File: src/rtl/fixed_pkg.sv
// fixed_pkg: shared constants and types for the Q10.10 arithmetic units
// (power, root, division).
//   Q_FRAC/Q_WIDTH : fraction bits and total width of a Q10.10 operand
//   Q_ONE          : 1.0 in Q10.10
//   Q_MAX          : saturation value (largest representable Q10.10)
//   pow_state_t    : control states of the iterative power unit
package fixed_pkg;

  localparam int          Q_FRAC  = 10;
  localparam int          Q_WIDTH = 20;
  localparam logic [19:0] Q_ONE   = 20'h00400;
  localparam logic [19:0] Q_MAX   = 20'hFFFFF;

  typedef enum logic [0:0] {
    IDLE = 1'b0,
    MUL  = 1'b1
  } pow_state_t;

endpackage : fixed_pkg

File: src/rtl/fixed_power_q_mul_sat.sv
// q_mul_sat: combinational unsigned fixed-point multiply with truncation and
// sticky saturation. The full product is shifted right by W_FRAC (truncating
// toward zero); if any integer bits beyond W_INT survive, or sat_in is already
// set, the result saturates to all ones and sat is raised.
//   op_a, op_b : unsigned operands, W_INT.W_FRAC
//   sat_in     : incoming sticky overflow flag
//   prod       : truncated or saturated product, W_INT.W_FRAC
//   sat        : outgoing sticky overflow flag
module q_mul_sat
  import fixed_pkg::*;
#(
  parameter int W_INT  = Q_WIDTH - Q_FRAC,
  parameter int W_FRAC = Q_FRAC
) (
  input  logic [W_INT+W_FRAC-1:0] op_a,
  input  logic [W_INT+W_FRAC-1:0] op_b,
  input  logic                    sat_in,
  output logic [W_INT+W_FRAC-1:0] prod,
  output logic                    sat
);

  localparam int W  = W_INT + W_FRAC;
  localparam int PW = 2 * W;        // full product width
  localparam int SW = PW - W_FRAC;  // width after dropping fraction bits

  logic [PW-1:0]    full_s;
  logic [SW-1:0]    shifted_s;
  logic [W_INT-1:0] high_s;

  assign full_s    = {{W{1'b0}}, op_a} * {{W{1'b0}}, op_b};
  assign shifted_s = full_s[PW-1:W_FRAC];
  assign high_s    = shifted_s[SW-1:W];

  // Saturate when the product no longer fits, or once overflow has occurred.
  always_comb begin
    prod = shifted_s[W-1:0];
    sat  = 1'b0;
    if (sat_in || (high_s != {W_INT{1'b0}})) begin
      prod = {W{1'b1}};
      sat  = 1'b1;
    end else begin
      prod = shifted_s[W-1:0];
      sat  = 1'b0;
    end
  end

endmodule : q_mul_sat

File: src/rtl/fixed_power.sv
// fixed_power: raises an unsigned Q10.10 base to an integer power n by
// repeated multiply, one step per clock, with sticky saturation.
//   clk, rst_n : clock, synchronous active-low reset
//   in_valid   : request strobe, accepted only while in_ready=1
//   in_data_1  : base (unsigned Q10.10)
//   in_data_2  : exponent n
//   in_ready   : high while idle
//   out_valid  : one-cycle result strobe
//   out_data   : base^n in Q10.10 (0 when out_valid=0)
//   out_ovf    : result saturated (0 when out_valid=0)
module fixed_power
  import fixed_pkg::*;
#(
  parameter int W_INT  = 10,
  parameter int W_FRAC = 10,
  parameter int W_EXP  = 3
) (
  input  logic                    clk,
  input  logic                    rst_n,
  input  logic                    in_valid,
  input  logic [W_INT+W_FRAC-1:0] in_data_1,
  input  logic [W_EXP-1:0]        in_data_2,
  output logic                    in_ready,
  output logic                    out_valid,
  output logic [W_INT+W_FRAC-1:0] out_data,
  output logic                    out_ovf
);

  localparam int            W     = W_INT + W_FRAC;
  localparam logic [W-1:0]  ONE_C = {{(W-1){1'b0}}, 1'b1} << W_FRAC;

  pow_state_t        state_r, state_s;
  logic [W-1:0]      base_r, base_s;
  logic [W_EXP-1:0]  exp_r, exp_s;
  logic [W_EXP-1:0]  cnt_r, cnt_s;
  logic [W-1:0]      acc_r, acc_s;
  logic              ovf_r, ovf_s;
  logic              out_valid_r, out_valid_s;
  logic [W-1:0]      out_data_r, out_data_s;
  logic              out_ovf_r, out_ovf_s;
  logic [W-1:0]      mul_prod_s;
  logic              mul_sat_s;

  q_mul_sat #(
    .W_INT  (W_INT),
    .W_FRAC (W_FRAC)
  ) u_mul (
    .op_a   (acc_r),
    .op_b   (base_r),
    .sat_in (ovf_r),
    .prod   (mul_prod_s),
    .sat    (mul_sat_s)
  );

  assign in_ready  = (state_r == IDLE);
  assign out_valid = out_valid_r;
  assign out_data  = out_data_r;
  assign out_ovf   = out_ovf_r;

  // State, datapath and output registers with synchronous reset.
  always_ff @(posedge clk) begin
    if (!rst_n) begin
      state_r     <= IDLE;
      base_r      <= {W{1'b0}};
      exp_r       <= {W_EXP{1'b0}};
      cnt_r       <= {W_EXP{1'b0}};
      acc_r       <= ONE_C;
      ovf_r       <= 1'b0;
      out_valid_r <= 1'b0;
      out_data_r  <= {W{1'b0}};
      out_ovf_r   <= 1'b0;
    end else begin
      state_r     <= state_s;
      base_r      <= base_s;
      exp_r       <= exp_s;
      cnt_r       <= cnt_s;
      acc_r       <= acc_s;
      ovf_r       <= ovf_s;
      out_valid_r <= out_valid_s;
      out_data_r  <= out_data_s;
      out_ovf_r   <= out_ovf_s;
    end
  end

  // Next-state and next-output logic; outputs default to zero so the
  // result strobe lasts exactly one cycle.
  always_comb begin
    state_s     = state_r;
    base_s      = base_r;
    exp_s       = exp_r;
    cnt_s       = cnt_r;
    acc_s       = acc_r;
    ovf_s       = ovf_r;
    out_valid_s = 1'b0;
    out_data_s  = {W{1'b0}};
    out_ovf_s   = 1'b0;
    case (state_r)
      IDLE: begin
        if (in_valid) begin
          base_s  = in_data_1;
          exp_s   = in_data_2;
          acc_s   = ONE_C;
          cnt_s   = {W_EXP{1'b0}};
          ovf_s   = 1'b0;
          state_s = MUL;
        end else begin
          state_s = IDLE;
        end
      end
      MUL: begin
        // One multiply per cycle until n steps are done, then publish.
        if (cnt_r == exp_r) begin
          out_valid_s = 1'b1;
          out_data_s  = acc_r;
          out_ovf_s   = ovf_r;
          state_s     = IDLE;
        end else begin
          acc_s = mul_prod_s;
          ovf_s = mul_sat_s;
          cnt_s = cnt_r + {{(W_EXP-1){1'b0}}, 1'b1};
        end
      end
      default: begin
        state_s = IDLE;
      end
    endcase
  end

endmodule : fixed_power

File: config.mk
export PLATFORM = sky130hd
export DESIGN_NAME = fixed_power
export DESIGN_NICKNAME = d
export VERILOG_FILES = /design/src/rtl/fixed_pkg.sv /design/src/rtl/fixed_power_q_mul_sat.sv /design/src/rtl/fixed_power.sv
export SDC_FILE = /design/constraint.sdc
export NUM_CORES = 1
export LEC_CHECK = 0
export BUFFER_PORTS_ARGS = -buffer_cell sky130_fd_sc_hd__buf_2
export CAP_MARGIN = 20
export CORE_ASPECT_RATIO = 2
export CORE_UTILIZATION = 40
export CTS_BUF_LIST = sky130_fd_sc_hd__clkbuf_4 sky130_fd_sc_hd__clkbuf_8
export DETAILED_ROUTE_END_ITERATION = 8
export PLACE_DENSITY_LB_ADDON = 0.1
export SLEW_MARGIN = 15
export SYNTH_ARGS = -nofsm -noshare
export SYNTH_HDL_FRONTEND = slang
export SYNTH_SLANG_ARGS = --single-unit
File: constraint.sdc
create_clock -name clk -period 10.6 [get_ports clk]
set_clock_uncertainty 0.1 [all_clocks]
set_input_delay 2.12 -clock clk [delete_from_list [all_inputs] [get_ports clk]]
set_output_delay 2.12 -clock clk [all_outputs]
set_load 0.01 [all_outputs]
# == After elaboration in Yosys (flattened, before gate mapping) ==
# Cells that the tools add are included.
# word_totals
register_bits,70
in_bits,26
output_inout_bits,23
elab_cells,36
# classes
addsub,1
n_mul,1
eq_ne,3
n_mux,15
n_bitwise,1
reduce_logical,6
# op_table
operator,count
$mux 20,3
$mul 20x20->40,1
$pmux 20 s2,1
$reduce_bool 10->1,1
$mux 1,6
$mux 3,2
$pmux 3 s2,1
$reduce_and 2->1,3
$ne 2x2->1 const B,2
$pmux 1 s2,2
$add 3x1->3 const B,1
$eq 3x3->1,1
$reduce_and 3->1,1
$logic_or 1x1->1,1
$not 1->1,1

# == Longest topological paths before layout ==
# depth
word_depth,6
mapped_depth,28
depth_no_buf,25

# == Hierarchy ==
# Synthesis repeated with hierarchy kept, for this count alone.
# unflattened
hier_cells,1865
area_unflattened_um2,16226.8
# by_module_without_submodules
mod,instances,cells_each,area_each_um2,seq_area_each_um2
q_mul_sat,1,1597,13835.8,0.0
fixed_power,1,268,2391.0,1401.3

# == Worst setup path before layout ==
# OpenSTA, ideal clock, no wires.
# synth_timing
path_type,register to register
from,register acc_r[7]
to,register acc_r[10]
setup_ns,0.122
arrival_ns,6.832
t_required_ns,10.378
setup_slack_ns,3.546
path_stages_with_launch,26
n_path_buf,2
synth_period_minus_slack_ns,7.054
path_cell_list,dfxtp_1 clkbuf_1 nand2_1 fa_1 inv_1 fa_1 inv_1 fa_1 inv_1 fa_1 fa_1 fa_1 inv_1 fa_1 inv_1 ha_1 buf_2 a21oi_1 o21ai_1 a221oi_2 o211ai_2 o211ai_2 a221oi_1 or4_1 or3_1 o32a_1
# synth_via
elab_chain_len,6
# synth_rtl
item,line,source
from (decl),fixed_power.sv:36,"logic [W-1:0] acc_r, acc_s;"
from (signal assigned),fixed_power.sv:77,acc_r <= acc_s;
$mul 20x20->40 (*),fixed_power_q_mul_sat.sv:30,"assign full_s = {{W{1'b0}}, op_a} * {{W{1'b0}}, op_b};"
$reduce_bool 10->1,fixed_power_q_mul_sat.sv:38,if (sat_in || (high_s != {W_INT{1'b0}})) begin
$logic_or 1x1->1,fixed_power_q_mul_sat.sv:38,
$mux 20 (*),fixed_power_q_mul_sat.sv:38,
$mux 20 (*),fixed_power.sv:112,if (cnt_r == exp_r) begin
$pmux 20 s2 (*),fixed_power.sv:97,case (state_r)
# Every way passes the cells marked *; elsewhere a longest branch is shown, timed or not. The select of a mux whose other input is x is not followed.
# A chain may end at the register's enable or synchronous reset.

# == Final worst setup path ==
# layout_timing
from,register acc_r[6]
to,register acc_r[10]
# The elaborated chain is that of the path after synthesis.

==> impl_metrics.csv <==
group,metric,value,unit
yosys,synthCells,1882,
critical_path,cp_cell_sequence,"nand2_1 -> fa_1 -> inv_1 -> fa_1 -> inv_1 -> fa_1 -> inv_1 -> fa_1 -> fa_1 -> fa_1 -> inv_1 -> fa_1 -> inv_1 -> ha_1 -> nand4_1 -> nor4_2 -> nand4_1 -> o211ai_2 -> a221oi_1 -> or4_1 -> or3_1 -> o32a_1",
worst_hold_path,whs_endpoint,"base_r[16]",
place,dp_cells,2379,
sta,fmax,116.5,MHz
critical_path,crit_family,"adder cells",
grt,antenna_found_initial,0,
critical_path,rrSetupSlack,2010,ps
power_and_ir_drop,ir_drop,0.00005088,V
place,hpwl,40680,microns
critical_path,worst-path-buf-inv,5,
sta,finalMaxSlewViolations,0,
place,gp_congestion,0.9198,
critical_path,worstPathArrival,8780,ps
place,pre_cts_slack,1987,ps
clock_network,cts.sink_count,70,
sta,tns,0,ps
clock_network,cts_buffer_depth,2,
yosys,async_reset_ff_frac,0,
sta,worst_slew_pin_slew,1130,ps
drt,via_count,12500,
cells_and_area,layout.nets,2355,
yosys,ys_ff_latch,70,
yosys,synth_edf_count,0,
sta,rsz0062_at_grt,"no",
sta,setup-violations-final,0,
floorplan,coreArea,40210,sq um
drt,vias_per_cell,5.215,
clock_network,clk_pin_slew,90,ps
worst_hold_path,worstHoldStart,"base_r[16]",
clock_network,cts_root_buf,"clkbuf_8",
clock_network,clock_latency,410,ps
sta,max_slew_margin,0.2458,
yosys,ys_types,64,
yosys,synth-main-ff-cell,"dfxtp_1",
critical_path,r2r-end,"acc_r[10]",
critical_path,worstReg2RegStart,"acc_r[6]",
critical_path,crit_type,"reg2reg",
cells_and_area,syn_to_final_growth,5.648,%
yosys,synthesis.area,16300,sq um
floorplan,rows,104,
worst_hold_path,holdPathStages,2,
sta,min_period,8585,ps
clock_network,numCtsBuffers,9,
clock_network,holdBufCountCts,0,
sta,hold_viol_final,0,
sta,worst_slack,2015,ps
critical_path,cp-start-kind,"register",
worst_hold_path,hold_class,"reg2reg",
clock_network,cts_tree,"built",
grt,grt_util_met1,0.2512,
place,io_buffers,48,
cells_and_area,drive_gt1_frac,0.06056,
sta,period_share,0.8099,
clock_network,post_cts_buffers,0,
critical_path,slowest_delay,1070,ps
floorplan,io_pins,49,
cells_and_area,finalNonFillerCells,2397,
drt,drt_iter0_markers,451,
yosys,syn-num-nets,2376,
floorplan,die-area,41620,sq um
outcome,status,"finished, final reports clean",
critical_path,worst_path_max_delay_cell,"dfxtp_1",
drt,post-route-drc-count,0,
grt,grt_pass1_wl,78110,microns
yosys,ys.warnings.count,0,
critical_path,cp_data_required_time,10790,ps
critical_path,end_kind,"register",
floorplan,die_height,287.5,microns
power_and_ir_drop,p_leak,8.712,nW
clock_network,cts_resized,0,
drt,firstDrtPassIters,7,
critical_path,crit_top_cell,"fa_1",
critical_path,path_depth,22,
grt,busiest_layer,"met2",
clock_network,htreeDepth,3,
critical_path,cp_max_fo,22,
drt,routed_wl,48940,microns
grt,grt_pass1_vias,14135,
grt,grt_start_max_net_pins,41,
floorplan,start_util,0.4055,
grt,grt-ovfl-total,0,
grt,gr-usage-met2,0.5082,
critical_path,r2r_cells,22,
yosys,avgSynthCellArea,8.663,sq um
floorplan,die_w,144.8,microns
drt,wl_per_cell,20.42,microns
job,cap_violations,0,
power_and_ir_drop,powerDensity,53.68,nW/um^2
grt,gr-usage-met3,0.02412,
grt,grt_usage,0.2569,
yosys,synth-seq-area-share,0.08596,
drt,ant_nets,0,
-- how the worst max path moves through the flow --
stage / startpoint / endpoint / slack, ps
6_report: acc_r[6] / acc_r[10] / 2010
5_1_grt: acc_r[6] / acc_r[10] / 1750
3_3_place_gp: acc_r[6] / acc_r[10] / 1880
3_5_place_dp: acc_r[6] / acc_r[10] / 1990
2_1_floorplan: acc_r[7] / acc_r[10] / 3550
4_1_cts: acc_r[6] / acc_r[10] / 1970
-- cells in the mapped netlist, types with 2 or more instances --
library cell | count | area [sq um]
fa_1 | 319 | 6386
and3_1 | 5 | 31.28
o211ai_1 | 5 | 37.54
xor2_1 | 7 | 61.31
or3_1 | 4 | 25.02
inv_1 | 360 | 1351
a21oi_2 | 2 | 17.52
o21bai_1 | 7 | 52.55
a221oi_1 | 2 | 17.52
o21ai_0 | 35 | 175.2
nand4_1 | 15 | 93.84
a211oi_1 | 6 | 45.04
a221oi_2 | 2 | 30.03
nand2_1 | 276 | 1036
o21ai_1 | 9 | 45.04
a22oi_1 | 2 | 15.01
o21a_1 | 5 | 37.54
dfxtp_1 | 70 | 1401
buf_2 | 11 | 55.05
a21o_1 | 8 | 60.06
nand2b_1 | 2 | 12.51
a2111oi_0 | 2 | 17.52
a21boi_0 | 24 | 180.2
nor3_1 | 10 | 50.05
a31oi_1 | 16 | 100.1
nand3_1 | 11 | 55.05
nor4_1 | 10 | 62.56
o221ai_1 | 2 | 17.52
or4_1 | 2 | 15.01
o22a_1 | 2 | 17.52
nor2_1 | 25 | 93.84
and2_1 | 276 | 1727
xnor2_1 | 23 | 201.4
a21oi_1 | 45 | 225.2
ha_1 | 149 | 1864
o211ai_2 | 2 | 25.02
nor2b_1 | 2 | 12.51
clkbuf_1 | 102 | 382.9
nor4b_1 | 2 | 17.52
-- worst min-delay path, cell delays in order (launching register included) --
cell and delay (ps):
dfxtp_1 320, nand2_1 50, a21boi_0 60
-- per-layer routing --
layer  up-vias  wire (microns)
li1       5680               -
met1      6405           16200
met2       291           28420
met3       124            1376
met4         0            2941
met5         -               0
-- placed cells by master, fill, tap and decap left out, types with 3 or more instances in the layout --
master        n
clkbuf_8     11
or3_1         4
ha_1        149
o211ai_1      5
nor2_1       25
nor4_1       10
o21ai_1       9
a31oi_1      16
o21ai_0      35
nand4_1      15
a21o_1        8
buf_2        48
nor3_1       10
and3_1        5
a21oi_1      45
clkinvlp_4    3
o21bai_1      7
fa_1        319
xnor2_1      23
xor2_1        7
nand2_1     276
and2_1      276
dfxtp_1      70
a21boi_0     24
nand3_1      11
o21a_1        5
buf_4        32
a211oi_1      6
inv_1       360
-- flip-flops by register name, indices dropped and copies added (netlist names) --
| signal | cells |
|---|---|
| acc_r | 20 |
| base_r | 20 |
| out_data | 20 |
| cnt_r | 3 |
| exp_r | 3 |
| out_ovf | 1 |
| out_valid | 1 |
| ovf_r | 1 |
| state_r | 1 |
-- through the flow --
step,utilization,power [mW],hold WS [ps],cell area (sq um)
after global routing,0.4283,0.9909,401.6,17220
after CTS,0.4279,0.9382,372.8,17210
after floorplan,-,0.5559,337.4,16300
final,0.4284,0.9246,372.2,17220
after detailed placement,0.4232,0.6991,358.9,17020
after global placement,0.4228,0.6985,355.7,17000
-- cell type report --
type	count	area, sq um
clock inverter	5	40.04
inverter	360	1351
fill	4091	22980
timing repair buffer	82	510.5
antenna	1	2.502
clock buffer	11	151.4
tap	530	663.1
sequential	70	1401
multi-input combinational	1338	13100
-- power by group --
part	switching [mW]	total [mW]	leakage [nW]	internal, mW
clock network	0.134	0.233	0.0886	0.0994
logic	0.238	0.374	8.05	0.136
registers	0.0432	0.318	0.569	0.274
total	0.415	0.925	8.71	0.510
-- cell families after synthesis --
| logic type | Yosys count | synth area share |
|---|---|---|
| and+or+nand+nor | 644 | 0.2011 |
| buffers and inverters | 474 | 0.1104 |
| adders and majority gates | 468 | 0.5061 |
| AOI/OAI and AO/OA | 194 | 0.07905 |
| DFF | 70 | 0.08596 |
| xor gates and xnor gates | 30 | 0.01612 |
| muxes | 2 | 0.001305 |
Power figures use the tool's default switching activity.
